<file path="src/rtl/seq_div_8by4_if.sv">
// seq_div_8by4_if
//   Operand/result bundle for the 8-by-4 sequential divider.
//   master : drives START, N, D; observes Q, R, READY, BUSY, DIVZ
//   slave  : the divider side of the same signals
interface seq_div_8by4_if #(
    parameter int NW = 8,
    parameter int DW = 4
);
    logic          START;
    logic [NW-1:0] N;
    logic [DW-1:0] D;
    logic [NW-1:0] Q;
    logic [DW-1:0] R;
    logic          READY;
    logic          BUSY;
    logic          DIVZ;

    modport master (
        output START, N, D,
        input  Q, R, READY, BUSY, DIVZ
    );

    modport slave (
        input  START, N, D,
        output Q, R, READY, BUSY, DIVZ
    );
endinterface

</file>
<file path="src/rtl/seq_div_8by4.sv">
// seq_div_8by4
//   Sequential restoring divider: 8-bit dividend / 4-bit divisor, producing an
//   8-bit quotient and 4-bit remainder, one quotient bit per clock.
//   Ports:
//     clock  : rising-edge clock
//     resetn : synchronous active-low reset
//     bus    : seq_div_8by4_if.slave (START, N, D in; Q, R, READY, BUSY, DIVZ out)
//   Optional feature, macro SEQ_DIV_DIVZERO_CHK_EN:
//     defined   - a zero divisor skips RUN, result Q=FF, R=F, DIVZ=1 one cycle later
//     undefined - no detection, DIVZ tied low, D==0 runs the normal 8 iterations
//
//   state  | meaning
//   IDLE   | waiting for START after reset
//   RUN    | resolving quotient bits, one per clock
//   DONE   | result valid on Q/R, START accepted for the next division
module seq_div_8by4 #(
    parameter int NW = 8,
    parameter int DW = 4
) (
    input  logic          clock,
    input  logic          resetn,
    seq_div_8by4_if.slave bus
);
    typedef enum logic [1:0] {
        S_IDLE = 2'd0,
        S_RUN  = 2'd1,
        S_DONE = 2'd2
    } state_t;

    state_t        state_q, state_d;
    logic [NW-1:0] nsh_q,   nsh_d;
    // The stored partial remainder is always < divisor, so 4 bits hold it;
    // only the pre-subtract value (trial) needs the fifth bit.
    logic [DW-1:0] rem_q,   rem_d;
    logic [DW-1:0] dsr_q,   dsr_d;
    logic [NW-1:0] qacc_q,  qacc_d;
    logic [2:0]    cnt_q,   cnt_d;
    logic [NW-1:0] q_q,     q_d;
    logic [DW-1:0] r_q,     r_d;
`ifdef SEQ_DIV_DIVZERO_CHK_EN
    logic          divz_q,  divz_d;
`endif

    logic [DW:0]   trial;
    logic [DW:0]   trial_sub;
    logic          qbit;

    always_ff @(posedge clock) begin
        if (!resetn) begin
            state_q <= S_IDLE;
            nsh_q   <= '0;
            rem_q   <= '0;
            dsr_q   <= '0;
            qacc_q  <= '0;
            cnt_q   <= '0;
            q_q     <= '0;
            r_q     <= '0;
`ifdef SEQ_DIV_DIVZERO_CHK_EN
            divz_q  <= 1'b0;
`endif
        end else begin
            state_q <= state_d;
            nsh_q   <= nsh_d;
            rem_q   <= rem_d;
            dsr_q   <= dsr_d;
            qacc_q  <= qacc_d;
            cnt_q   <= cnt_d;
            q_q     <= q_d;
            r_q     <= r_d;
`ifdef SEQ_DIV_DIVZERO_CHK_EN
            divz_q  <= divz_d;
`endif
        end
    end

    always_comb begin
        state_d   = state_q;
        nsh_d     = nsh_q;
        rem_d     = rem_q;
        dsr_d     = dsr_q;
        qacc_d    = qacc_q;
        cnt_d     = cnt_q;
        q_d       = q_q;
        r_d       = r_q;
`ifdef SEQ_DIV_DIVZERO_CHK_EN
        divz_d    = divz_q;
`endif
        trial     = {rem_q, nsh_q[NW-1]};
        trial_sub = trial - {1'b0, dsr_q};
        qbit      = (trial >= {1'b0, dsr_q});

        case (state_q)
            S_IDLE, S_DONE: begin
                if (bus.START) begin
                    nsh_d   = bus.N;
                    dsr_d   = bus.D;
                    rem_d   = '0;
                    qacc_d  = '0;
                    cnt_d   = '0;
                    state_d = S_RUN;
`ifdef SEQ_DIV_DIVZERO_CHK_EN
                    divz_d  = 1'b0;
                    if (bus.D == '0) begin
                        q_d     = '1;
                        r_d     = '1;
                        divz_d  = 1'b1;
                        state_d = S_DONE;
                    end
`endif
                end
            end
            S_RUN: begin
                rem_d  = qbit ? trial_sub[DW-1:0] : trial[DW-1:0];
                qacc_d = {qacc_q[NW-2:0], qbit};
                nsh_d  = {nsh_q[NW-2:0], 1'b0};
                cnt_d  = cnt_q + 3'd1;
                if (cnt_q == 3'd7) begin
                    q_d     = {qacc_q[NW-2:0], qbit};
                    r_d     = rem_d;
                    state_d = S_DONE;
                end
            end
            default: state_d = S_IDLE;
        endcase
    end

    assign bus.Q     = q_q;
    assign bus.R     = r_q;
    assign bus.READY = (state_q == S_DONE);
    assign bus.BUSY  = (state_q == S_RUN);
`ifdef SEQ_DIV_DIVZERO_CHK_EN
    assign bus.DIVZ  = divz_q;
`else
    assign bus.DIVZ  = 1'b0;
`endif
endmodule

</file>
<file path="src/flat_wrapper.sv">
// flat-port wrapper written by rule: the top's interface ports become plain ports
module seq_div_8by4_flat 
#(
    parameter int NW = 8,
    parameter int DW = 4
)
  (clock, resetn, bus_START, bus_N, bus_D, bus_Q, bus_R, bus_READY, bus_BUSY, bus_DIVZ);
  seq_div_8by4_if #(.NW(NW), .DW(DW)) bus_i ();
  input  logic clock;
  input  logic resetn;
  input wire logic [$bits(bus_i.START)-1:0] bus_START;
  input wire logic [$bits(bus_i.N)-1:0] bus_N;
  input wire logic [$bits(bus_i.D)-1:0] bus_D;
  output wire logic [$bits(bus_i.Q)-1:0] bus_Q;
  output wire logic [$bits(bus_i.R)-1:0] bus_R;
  output wire logic [$bits(bus_i.READY)-1:0] bus_READY;
  output wire logic [$bits(bus_i.BUSY)-1:0] bus_BUSY;
  output wire logic [$bits(bus_i.DIVZ)-1:0] bus_DIVZ;
  assign bus_i.START = bus_START;
  assign bus_i.N = bus_N;
  assign bus_i.D = bus_D;
  assign bus_Q = bus_i.Q;
  assign bus_R = bus_i.R;
  assign bus_READY = bus_i.READY;
  assign bus_BUSY = bus_i.BUSY;
  assign bus_DIVZ = bus_i.DIVZ;
  seq_div_8by4 #(.NW(NW), .DW(DW)) u_core (.clock(clock), .resetn(resetn), .bus(bus_i));
endmodule
</file>
<file path="config.mk">
export PLATFORM = sky130hd
export DESIGN_NAME = seq_div_8by4_flat
export DESIGN_NICKNAME = d
export VERILOG_FILES = /design/src/rtl/seq_div_8by4_if.sv /design/src/rtl/seq_div_8by4.sv /design/src/flat_wrapper.sv
export SDC_FILE = /design/constraint.sdc
export NUM_CORES = 1
export LEC_CHECK = 0
export BUFFER_PORTS_ARGS = -buffer_cell sky130_fd_sc_hd__buf_2
export CAP_MARGIN = 20
export CORE_UTILIZATION = 25
export CTS_CLUSTER_SIZE = 40
export DETAILED_ROUTE_END_ITERATION = 10
export PLACE_DENSITY = 0.5
export SYNTH_ARGS = -nofsm -noshare
export SYNTH_HDL_FRONTEND = slang
export SYNTH_SLANG_ARGS = --single-unit
</file>
<file path="constraint.sdc">
create_clock -name clock -period 2 [get_ports clock]
set_input_delay 0.1 -clock clock [delete_from_list [all_inputs] [get_ports clock]]
set_output_delay 0.1 -clock clock [all_outputs]
set_load 0.02 [all_outputs]
</file>
==> results by stage <==
STA:
- The post-route worst hold slack is approximately 0.06 ns.
- The max-slew headroom at the worst pin is 0.542.
- Clock skew on the completed layout was measured at roughly 0.0064 ns.
- The highest achievable clock rate is about 540 MHz.
- Setup violations remaining at the end of the flow were counted as 0.
- The number of pins exceeding their max-slew limit in the final report is 0.
- Counting I/O delays and the setup requirement, the final critical path takes approximately 1.8 ns.
- The final setup slack of the worst path is about 0.16 ns.
- The final hold violation count is 0.
- Setup repair after global routing left no endpoint under its margin.
- The period utilization is 0.918.
- The transition time at the pin with the least slew margin is 0.686 ns.
- The final sum of negative setup slack is 0 ns.

Synth:
- Synthesis produced a netlist with a net count of about 230.
- Of the total synthesized cell area, the portion taken by XOR and XNOR cells is 0.00464.
- The proportion of register bits with asynchronous set or reset after synthesis is 0.
- The synthesized area is roughly 1900 µm².
- In the post-synthesis netlist, the biggest area contributors are dfxtp_1 42%, nor2b_1 6.3%, mux2i_1 5.3%, nand2_1 4.8%, a22oi_1 4.0%.
- The count of unique library cells instantiated by Yosys is 40.
- The synthesis warning total is 0.
- The share of cell area taken by muxes after synthesis is 0.0530.
- The share of synthesized cell area in full adder, half adder and majority cells is 0.0504.
- After synthesis the netlist holds a flip-flop and latch count of 40.
- The average size of a mapped cell is between 9 and 10 µm².
- For this run, the register share of the synthesized area comes to 0.424.
- The number of enable-type register cells in the synthesized netlist is 0.
- The combinational family with the most area after synthesis is simple AND/OR/NAND/NOR gates.
- Of all cell types, the one taking the most synthesized area is dfxtp_1.
- The complex-gate fraction of the synthesized area is 0.194.
- The fraction of the mapped netlist area in simple logic gates is 0.205.
- The top cell type's share of synthesized area is 0.424.
- The prevailing post-synth register cell is dfxtp_1.
- The number of standard cells after synthesis is 205.

Routing:
- The first routing iteration left 71 violations.
- The count of vias placed by the detailed router is approximately 1500.
- The routed via count divided by cell count is 4.46.
- Summed over all layers, the routed wires come to a little under 4 mm.
- After detailed routing, the number of remaining DRC violations is 0.
- The first detailed-routing pass ran for 4 iterations.
- The post-route antenna net violation count is 0.
- The final routed wire length divided by cell count is approximately 12 µm.

Critical path:
- The critical path startpoint category is a flop.
- The worst register-to-register path begins at u_core.nsh_q[7].
- The maximum fanout encountered on the critical timing path is 9.
- The critical path capture point type is a flop.
- Data arrives at the worst endpoint at around 2.0 ns.
- The reg-to-reg setup timing slack is 0.16 ns.
- Counting cells, the worst reg-to-reg path comes to 7.
- The worst path required time is about 2.2 ns.
- The type of the worst setup path is reg -> reg.
- The endpoint of the worst register-to-register path is u_core.bus.R[2].

Clock network:
- The clock network latency to the later pin of the worst-skew pair is 0.29 ns.
- The H-tree was split into 2 levels.
- The clock root buffer master is clkbuf_8.
- The clock-pin slew reported for the worst setup and hold paths after clock tree synthesis is ~0.080 ns.
- The number of buffers added by the clock tree synthesis step is 5.
- The number of buffers inserted for hold repair after clock tree synthesis is 0.
- The CTS tree is done.
- The clock net in this run drives a total of 40 sinks.
- The buffer levels on the longest clock path is 2.

GRT:
- The largest net degree at the start of global routing is 43.
- The number of global-route vias before repair is roughly 1300.
- The wire length of the first global-routing pass is about 6.3 mm.
- Across every metal layer, demand over resource in global routing totals 0.105.
- For this run the aggregate overflow at the end of global routing stands at 0.
- The initial antenna violation count is 0.

Die:
- The floorplan step defined a core boundary enclosing between 7000 and 8000 µm².
- Row generation in the floorplan step produced 31 rows.
- The die covers approximately 7900 µm².
- The initial utilization of the core area, before any placement, comes to 0.259.
- The floorplan die width is just under 90 µm.
- In this run the vertical extent of the chip is 88.9 µm.
- 30 I/O pins were placed.

Worst hold path:
- The worst hold path terminates at u_core.dsr_q[2].
- Along the worst hold path, the cell count comes to 3.
- The startpoint of the lowest-slack hold path is bus_D[2].
- The path class of the tightest hold or removal check is in -> reg.

Placement:
- OpenSTA, run right after detailed placement, puts the worst setup slack at between 0.1 and 0.15 ns.
- The detailed-placement wirelength estimate is roughly 2.7 mm.
- The total of buffers placed on input and output ports is 28.
- The final weighted congestion in routability-driven placement is between 0.8 and 0.9.

Power:
- After layout, the design draws a total of 2.05 mW.
- The leakage dissipation is around 0.97 nW.
- Across the VDD grid, the largest voltage drop is roughly 0.50 mV.
- Dividing total power by cell area gives a power density of about 900 nW/µm².

Finish:
- In the final layout, the share of cells above drive strength 1 is 0.203.
- Fill cells in the final layout number a little over 800.
- The growth of design area from synthesis to finish is 19.8%.
- The number of antenna diodes in the final layout is 0.
- The net count of the finished layout is between 200 and 300.

Job:
- The max-cap violation count is 0.

Run status:
- The flow ran to the end, and the final reports show no timing, DRC or antenna violations.
## final cells by class
cell class                      instances  area (µm²)  area share
Clock buffer                            5        68.8      0.0304
Clock inverter                          3        90.1      0.0398
Inverter                                9        36.3      0.0160
Multi-Input combinational cell        142         965       0.426
Sequential cell                        40         801       0.354
Tap cell                               99         124      0.0548
Timing Repair Buffer                   33         178      0.0785
## sequential cells by signal, indices dropped and copies added, names as in the netlist
name and count:
u_core.cnt_q 3, u_core.nsh_q 8, u_core.rem_q 4, u_core.dsr_q 4, u_core.state_q 2, u_core.bus.R 4
u_core.qacc_q 7, u_core.bus.Q 8
## critical path: stages (launching register included)
cell and delay, ns:
dfxtp_1 0.37, inv_1 0.07, ha_1 0.31, nand2b_4 0.16, a2111oi_4 0.36, nor2_4 0.14, mux2i_2 0.22, a21oi_1 0.09
## through the flow
stage / instances / utilization / area [µm²]
after floorplan: 205 / - / 1890
after global placement: 323 / 0.288 / 2100
after detailed placement: 323 / 0.288 / 2100
after CTS: 331 / 0.310 / 2260
after global routing: 331 / 0.310 / 2260
final: 331 / 0.310 / 2260
## layout by cell type (no fill, tap or decap), types with 5 or more instances in the layout
master    netlist  layout
a21boi_0        7       7
a21oi_1         8       8
a22oi_1        10      10
buf_2           3      28
buf_4           4       5
clkbuf_8        0       5
dfxtp_1        40      40
ha_1            6       6
inv_1           8       8
mux2i_1        10       9
nand2_1        24      24
nand3_1         9       9
nor2_1          8       8
nor2b_1        19      19
o211a_1         7       7
o21ai_0         6       6
## power breakdown
group          leakage (nW)  total [mW]  internal (mW)  switching [mW]
Clock                0.0784       0.914          0.624           0.289
Sequential            0.325       0.847          0.827          0.0203
Combinational         0.564       0.287          0.124           0.163
Total                 0.968        2.05           1.58           0.472
## timing repair
| item | 4_1_cts | 5_1_grt |
|---|---|---|
| resized for setup | 0 | 1 |
| buffers inserted | 0 | 0 |
| endpoints found under the setup margin | 0 | 2 |
## worst max-delay path by stage
stage                               start              end  slack, ns
after floorplan           u_core.nsh_q[7]  u_core.rem_q[2]       0.29
after global placement    u_core.nsh_q[7]  u_core.bus.R[2]       0.20
after detailed placement  u_core.nsh_q[7]  u_core.bus.R[2]       0.13
after CTS                 u_core.nsh_q[7]  u_core.bus.R[2]       0.11
after global routing      u_core.nsh_q[7]  u_core.bus.R[2]       0.01
final                     u_core.nsh_q[7]  u_core.bus.R[2]       0.16
## kinds of logic (layout without fill, tap and decap cells)
family                   Yosys count  in the layout
adder cells (fa/ha/maj)            7              7
multiplexers                      10             10
other                              1              1
flip-flops                        40             40
buffers and inverters             23             50
AO/OA/AOI/OAI                     49             49
AND/OR/NAND/NOR                   74             74
XOR/XNOR                           1              1
## synthesized netlist by cell type, types with 4 or more instances
master,number
inv_1,8
mux2i_1,10
nor2_1,8
nand3_1,9
o211a_1,7
ha_1,6
a21oi_1,8
a22oi_1,10
o21ai_0,6
dfxtp_1,40
nand2_1,24
nor2b_1,19
a21boi_0,7
buf_4,4
## layer usage
layer	vias to the layer above	track usage	part of all wire
li1	759	-	-
met1	682	0.148	0.53
met2	32	0.154	0.42
met3	4	0.0379	0.053
met4	0	0.0220	0.0061
met5	-	0	0
(Power assumes the default switching activity.)
